File: src/rtl/mul_seq_ctrl_pkg.sv
// Shared CPU-side definitions for the sequential multiplier controller.
package mul_seq_ctrl_pkg;

  localparam int XLEN = 32;

  // EX-stage ALU type code that selects the MUL unit.
  localparam logic [3:0] ALU_TYPE_MUL = 4'b0101;

  typedef enum logic [1:0] {
    IDLE = 2'd0,
    RUN  = 2'd1,
    DONE = 2'd2
  } mul_state_t;

endpackage

File: src/rtl/mul_seq_ctrl_radix_step.sv
// One radix-2^RADIX_BITS shift-add iteration, purely combinational.
// Consumes the low RADIX_BITS of the multiplier and advances both operands.
module mul_radix_step #(
  parameter int XLEN       = 32,
  parameter int RADIX_BITS = 4
) (
  input  logic [XLEN-1:0] acc_i,
  input  logic [XLEN-1:0] a_i,
  input  logic [XLEN-1:0] b_i,
  output logic [XLEN-1:0] acc_o,
  output logic [XLEN-1:0] a_o,
  output logic [XLEN-1:0] b_o
);

  logic [XLEN-1:0] digit_s;

  // Partial product of the multiplicand and the current digit, accumulated mod 2^XLEN.
  always_comb begin
    digit_s = {{(XLEN-RADIX_BITS){1'b0}}, b_i[RADIX_BITS-1:0]};
    acc_o   = acc_i + (a_i * digit_s);
    a_o     = a_i << RADIX_BITS;
    b_o     = b_i >> RADIX_BITS;
  end

endmodule

File: src/rtl/mul_seq_ctrl.sv
// Sequencing controller for the multi-cycle MUL unit (low XLEN bits of the product).
// Optional build macro: MUL_EARLY_OUT_EN -- finish as soon as the remaining
// multiplier is zero (data-dependent latency). Undefined: fixed N+1 cycles.
module mul_seq_ctrl #(
  parameter int XLEN       = mul_seq_ctrl_pkg::XLEN,
  parameter int RADIX_BITS = 4
) (
  input  logic                                  clk,
  input  logic                                  reset,
  input  logic                                  req_valid,
  input  logic [XLEN-1:0]                       op_a,
  input  logic [XLEN-1:0]                       op_b,
  input  logic                                  kill,
  output logic                                  mul_busy,
  output logic                                  done,
  output logic [XLEN-1:0]                       result,
  output logic [$clog2(XLEN/RADIX_BITS+1)-1:0]  iter_cnt
);

  import mul_seq_ctrl_pkg::*;

  localparam int N     = XLEN / RADIX_BITS;
  localparam int CNT_W = $clog2(N + 1);
  localparam logic [CNT_W-1:0] N_CNT   = CNT_W'(N);
  localparam logic [CNT_W-1:0] ONE_CNT = CNT_W'(1);

  mul_state_t        state_q, state_d;
  logic [XLEN-1:0]   a_q, a_d;
  logic [XLEN-1:0]   b_q, b_d;
  logic [XLEN-1:0]   acc_q, acc_d;
  logic [XLEN-1:0]   result_q, result_d;
  logic [CNT_W-1:0]  cnt_q, cnt_d;

  logic [XLEN-1:0]   step_acc_s, step_a_s, step_b_s;

  mul_radix_step #(
    .XLEN       (XLEN),
    .RADIX_BITS (RADIX_BITS)
  ) u_step (
    .acc_i (acc_q),
    .a_i   (a_q),
    .b_i   (b_q),
    .acc_o (step_acc_s),
    .a_o   (step_a_s),
    .b_o   (step_b_s)
  );

  // State and datapath registers; reset clears everything regardless of state.
  always_ff @(posedge clk or posedge reset) begin
    if (reset) begin
      state_q  <= IDLE;
      a_q      <= '0;
      b_q      <= '0;
      acc_q    <= '0;
      result_q <= '0;
      cnt_q    <= '0;
    end else begin
      state_q  <= state_d;
      a_q      <= a_d;
      b_q      <= b_d;
      acc_q    <= acc_d;
      result_q <= result_d;
      cnt_q    <= cnt_d;
    end
  end

  // Next-state, datapath update and the combinational stall request.
  always_comb begin
    state_d  = state_q;
    a_d      = a_q;
    b_d      = b_q;
    acc_d    = acc_q;
    result_d = result_q;
    cnt_d    = cnt_q;
    mul_busy = 1'b0;
    case (state_q)
      IDLE: begin
        if (req_valid && !kill) begin
          // Stall in the accept cycle itself so EX does not advance.
          mul_busy = 1'b1;
          a_d      = op_a;
          b_d      = op_b;
          acc_d    = '0;
`ifdef MUL_EARLY_OUT_EN
          if (op_b == '0) begin
            state_d  = DONE;
            result_d = '0;
            cnt_d    = '0;
          end else begin
            state_d  = RUN;
            cnt_d    = N_CNT;
          end
`else
          state_d  = RUN;
          cnt_d    = N_CNT;
`endif
        end else begin
          state_d = IDLE;
        end
      end
      RUN: begin
        mul_busy = 1'b1;
        if (kill) begin
          // Flushed instruction: abandon quietly, result keeps its old value.
          state_d = IDLE;
          cnt_d   = '0;
        end else begin
          acc_d = step_acc_s;
          a_d   = step_a_s;
          b_d   = step_b_s;
          cnt_d = cnt_q - ONE_CNT;
`ifdef MUL_EARLY_OUT_EN
          if ((cnt_q == ONE_CNT) || (step_b_s == '0)) begin
`else
          if (cnt_q == ONE_CNT) begin
`endif
            state_d  = DONE;
            result_d = step_acc_s;
            cnt_d    = '0;
          end else begin
            state_d = RUN;
          end
        end
      end
      DONE: begin
        // Instruction completes on this edge; kill and req_valid are ignored.
        state_d = IDLE;
      end
      default: begin
        state_d = IDLE;
      end
    endcase
  end

  assign done     = (state_q == DONE);
  assign result   = result_q;
  assign iter_cnt = cnt_q;

endmodule
File: config.mk
export PLATFORM = sky130hd
export DESIGN_NAME = mul_seq_ctrl
export DESIGN_NICKNAME = d
export VERILOG_FILES = /design/src/rtl/mul_seq_ctrl_pkg.sv /design/src/rtl/mul_seq_ctrl_radix_step.sv /design/src/rtl/mul_seq_ctrl.sv
export SDC_FILE = /design/constraint.sdc
export NUM_CORES = 1
export LEC_CHECK = 0
export CAP_MARGIN = 20
export CORE_MARGIN = 2
export CORE_UTILIZATION = 58
export DETAILED_ROUTE_END_ITERATION = 6
export GPL_TIMING_DRIVEN = 0
export PLACE_DENSITY = 0.86
export SLEW_MARGIN = 40
export SYNTH_ARGS = -nofsm -noshare
export SYNTH_HDL_FRONTEND = slang
export SYNTH_SLANG_ARGS = --single-unit
File: constraint.sdc
create_clock -name clk -period 10.75 [get_ports clk]
set_clock_uncertainty 0.1 [all_clocks]
set_input_delay 1.075 -clock clk [delete_from_list [all_inputs] [get_ports clk]]
set_output_delay 1.075 -clock clk [all_outputs]
set_load 0.02 [all_outputs]
; Word-level counts from Yosys, hierarchy flattened
; Index checks and enable logic that the tools add are counted.
[word_totals]
regBits = 134
input_bits = 68
out_inout_bits = 38
word_cells = 41
[op_classes]
n_addsub = 2
multipliers = 1
eq_ne = 5
muxes = 19
n_bitwise = 1
n_reduce_logical = 7
[ops]
columns = operator, n
row1 = 32-bit two-way mux, 6
row2 = 32-bit one-hot mux with 2 select lines, 3
row3 = 32-bit adder, 1
row4 = 32-bit by 4-bit multiplier with 32-bit output, 1
row5 = 4-bit two-way mux, 3
row6 = 4-bit one-hot mux with 2 select lines, 1
row7 = 3-bit AND reduction, 2
row8 = 4-bit by 1-bit equality test with 1-bit output (second input constant), 1
row9 = 2-bit two-way mux, 2
row10 = 2-bit != test (second input constant), 2
row11 = 2-bit one-hot mux with 2 select lines, 1
row12 = 4-bit by 1-bit subtractor with 4-bit output (second input constant), 1
row13 = 2-bit by 1-bit equality test with 1-bit output (second input constant), 1
row14 = 2-bit equality test (second input constant), 1
row15 = 2-bit zero test, 1
row16 = 1-bit two-way mux, 2
row17 = 1-bit one-hot mux with 2 select lines, 1
row18 = 2-bit AND reduction, 1
row19 = 2-bit nonzero test, 1
row20 = 1-bit logical AND, 1
row21 = 1-bit zero test, 1
row22 = 1-bit inverter, 1

; Logic depth before layout (Yosys ltp)
[depth]
depth_word = 4
depth_mapped = 18
ltp_nobuf = 16

; Hierarchy
; Synthesis repeated with hierarchy kept, for this count alone.
[hier_totals]
cells_unflattened = 1025
area_unflattened_um2 = 10958.0
[by_module_without_submodules]
columns = module, n_inst, cells_per_inst, area_each_um2, seq_area_each_um2
row1 = mul_seq_ctrl, 1, 381, 5789.3, 3353.2
row2 = mul_radix_step, 1, 644, 5168.7, 0.0

; Worst setup path after synthesis
; No wires, ideal clock.
[synth_timing]
path_kind = reg-to-reg
from = register b_q[3]
to = register result_q[24], in the netlist result[24]
setup_ns = 0.125
arrival_time_ns = 4.312
required_time_ns = 10.525
path_slack_ns = 6.213
path_stages_with_launch = 18
path_buffers = 2
synth_period_minus_slack_ns = 4.537
path_cell_list = dfrtp_1 > clkbuf_1 > clkbuf_1 > and2_1 > fa_1 > fa_1 > inv_1 > fa_1 > inv_1 > ha_1 > a21oi_1 > o21ai_1 > nor3_1 > a21oi_2 > a311o_1 > a311o_1 > xor2_1 > mux2_2
[synth_between]
elab_chain_cells = 2
[synth_lines]
columns = item, line_no
row1 = from (decl), mul_seq_ctrl.sv:29  ; logic [XLEN-1:0] b_q, b_d;
row2 = from (signal assigned), mul_seq_ctrl.sv:53  ; b_q <= '0;
row3 = from (signal assigned), mul_seq_ctrl.sv:60  ; b_q <= b_d;
row4 = 32-bit by 4-bit multiplier with 32-bit output, mul_seq_ctrl_radix_step.sv:20  ; acc_o = acc_i + (a_i * digit_s);
row5 = 32-bit adder, mul_seq_ctrl_radix_step.sv:20
row6 = to (signal assigned), mul_seq_ctrl.sv:62  ; result_q <= result_d;
row7 = to (decl), mul_seq_ctrl.sv:31  ; logic [XLEN-1:0] result_q, result_d;
; No other way between the ends.
; A chain may end at the register's enable or synchronous reset.

; Worst setup path in the final report
[layout_timing]
from = register b_q[3]
to = register result_q[27], in the netlist result[27]
; The elaborated chain is that of the path after synthesis.

==> flow_summary.toml <==
[synth]
synthCells = 1126
synth_simple_gate_area_share_pct = 19.6
syn-num-nets = 1317
synth.distinct_cells = 57
ys_seq_elements = 134
yosysWarnings = 0
synthAdderAreaFrac_pct = 21.8
synthTopCellsByArea = "dfrtp_1 (33%), fa_1 (17%), nand2_1 (7.9%), and2_1 (6.8%), inv_1 (5.5%)"
synth-compound-area-share_pct = 13.0
synth_top_area_share_pct = 33.4
synth_area_per_cell_um2 = 8.91
syn_area_um2 = 10000
synth-main-ff-cell = "dfrtp_1"
synthArstFlopShare_pct = 100
seq_area_frac_synth_pct = 33.4
synth_top_family_by_area = "adder cells"
synthMuxAreaShare_pct = 1.37
synth_edf_count = 0
synth_xor_area_share_pct = 3.06
yosys.area.top_type = "dfrtp_1"

[grt]
antenna_found_initial = 0
grt_pass1_vias = 8347
grt_usage_pct = 29.4
grt_remaining_overflow = 0
grt_max_degree = 72
grt_pass1_wl_um = 41800

[cts]
root_buffer = "clkbuf_16"
htreeDepth = 4
post_cts_buffers = 0
numCtsBuffers = 17
cts.clk_slew.worst_paths_ps = 60
hold_buffers = 0
cts_tree = "yes"
clockBufferDepth = 2
clk_latency_ps = 440
cts_sinks = 134
cts_resized = 0

[setup_path]
path_buf_inv = 4
worstPathRequired_ps = 10970
critPathCaptureType = "flop"
crit_family = "adder cells"
ff2ff_setup_slack_ps = 5270
r2r_cells = 17
path_common_cell = "fa_1"
r2r-start = "b_q[3]"
arrival_ps = 5700
slowest_stage = "a2111oi_2"
crit_type = "reg -> reg"
reg2reg_to = "result[27]"
start_kind = "flop"
cp.depth = 17
crit_chain = "clkbuf_1, clkbuf_1, and2_1, fa_1, fa_1, inv_1, fa_1, inv_1, ha_1, nand2_1, o21ai_0, a21oi_1, a2111oi_2, o21a_2, a31oi_1, xnor2_1, mux2_2"
cp_max_fo = 10
max_stage_delay_ps = 620

[layout]
area_delta_synth_final_pct = 19.7
layout-drive-gt1-share_pct = 5.06
layout_commonest_cell = "nand2_1"
final_cell_mix = "nand2_1 (212), inv_1 (147), dfrtp_1 (134)"
fillers = 1288
diodes = 0
nets = 1442

[min_path]
hold_depth = 2
hold_end = "result[10]"
hp-class = "reg -> reg"
worstHoldStart = "result[10]"

[sta]
final.min_clock_period_ps = 5480
drv_slew = 0
setup-violations-final = 0
finalHoldViolCount = 0
relSlewSlack_pct = 46.4
final.setup.tns_ps = 0
max_freq_mhz = 183
rsz0062_at_grt = "no"
post-route-period-util_pct = 50.9
worst_pin_slew_ps = 803

[route]
via_count = 8223
drt_wl_total_um = 25100
drtIter0Drc = 793
ant_nets = 0
drtPass1Iterations = 7
drc_errors = 2
wl_per_cell_um = 16.9
vias_per_cell = 5.52

[outcome]
outcome = "finished, violations left"
violations = "DRC"

[floorplanning]
num_rows = 48
io-pin-count = 106
chipHeight_um = 136
core_area_um2 = 17100
die_w_um = 136
start_util_pct = 58.6
fp.dieArea_um2 = 18400

[run]
drv_cap = 0

[placement]
gp_congestion = 0.898
portBuffers = 105
dp_hpwl_um = 18900
synthesized netlist by cell type, types with 11 or more instances:
cell	count
a21oi_1	28
a22o_1	23
a31oi_1	60
and2_1	109
clkbuf_1	42
dfrtp_1	134
fa_1	86
ha_1	37
inv_1	148
nand2_1	212
nor2_1	78
o21ai_0	30
xnor2_1	24
xor2_1	11
worst max path at each step:
stage / startpoint / to / slack (ps)
after floorplan: reset / a_q[0] / 5990
after global placement: reset / result[31] / 4130
after detailed placement: b_q[3] / result[27] / 5400
after CTS: b_q[3] / result[27] / 5350
after global routing: b_q[3] / acc_q[20] / 5070
final: b_q[3] / result[27] / 5270
kinds of logic (layout without fill, tap and decap cells):
kind of cell	Yosys count	count (layout)
XOR/XNOR	35	35
AO/OA/AOI/OAI	192	192
AND/OR/NAND/NOR	430	430
buffers and inverters	200	338
flip-flops	134	134
multiplexers	12	12
adder cells (fa/ha/maj)	123	123
layer usage:
layer | up-vias | share of wire, % | track usage, %
li1 | 3869 | - | -
met2 | 324 | 46 | 46.4
met1 | 3969 | 45 | 40.9
met4 | 0 | 3.3 | 11.4
met3 | 61 | 6.1 | 5.42
met5 | - | 0 | 0
final cells by class:
| cell class | instances | area, um^2 | area share (%) |
|---|---|---|---|
| buffer | 52 | 223 | 1.86 |
| inverter | 148 | 563 | 4.69 |
| timing repair buffer | 106 | 1080 | 8.98 |
| multi-input combinational | 792 | 5910 | 49.2 |
| sequential | 134 | 3350 | 27.9 |
| clock inverter | 11 | 124 | 1.03 |
| clock buffer | 21 | 470 | 3.92 |
| tap | 225 | 282 | 2.34 |
metrics by stage:
step / hold WS (ps) / instances / worst slack [ps] / utilization (%) / area [um^2]
finish: 377 / 1489 / 5270 / 70.1 / 12000
global route: 404 / 1489 / 5070 / 70.1 / 12000
CTS: 380 / 1489 / 5350 / 70.1 / 12000
detailed placement: 366 / 1457 / 5400 / 66.7 / 11400
global placement: 359 / 1456 / 4130 / 66.4 / 11400
floorplan: 366 / 1126 / 5990 / - / 10000
state kept, by name, summed over array words and instances, names as in the netlist:
signal / cells
acc_q: 32
state_q: 2
a_q: 32
b_q: 32
result: 32
iter_cnt: 4
worst min-delay path, stage by stage, from the launching register on:
cell and delay [ps]:
dfrtp_1 340, nand2_1 50, nand2_1 50
Power is left out: the tool's default activity adds up to more than one toggle a clock period on the data nets, which glitch-free logic cannot reach.
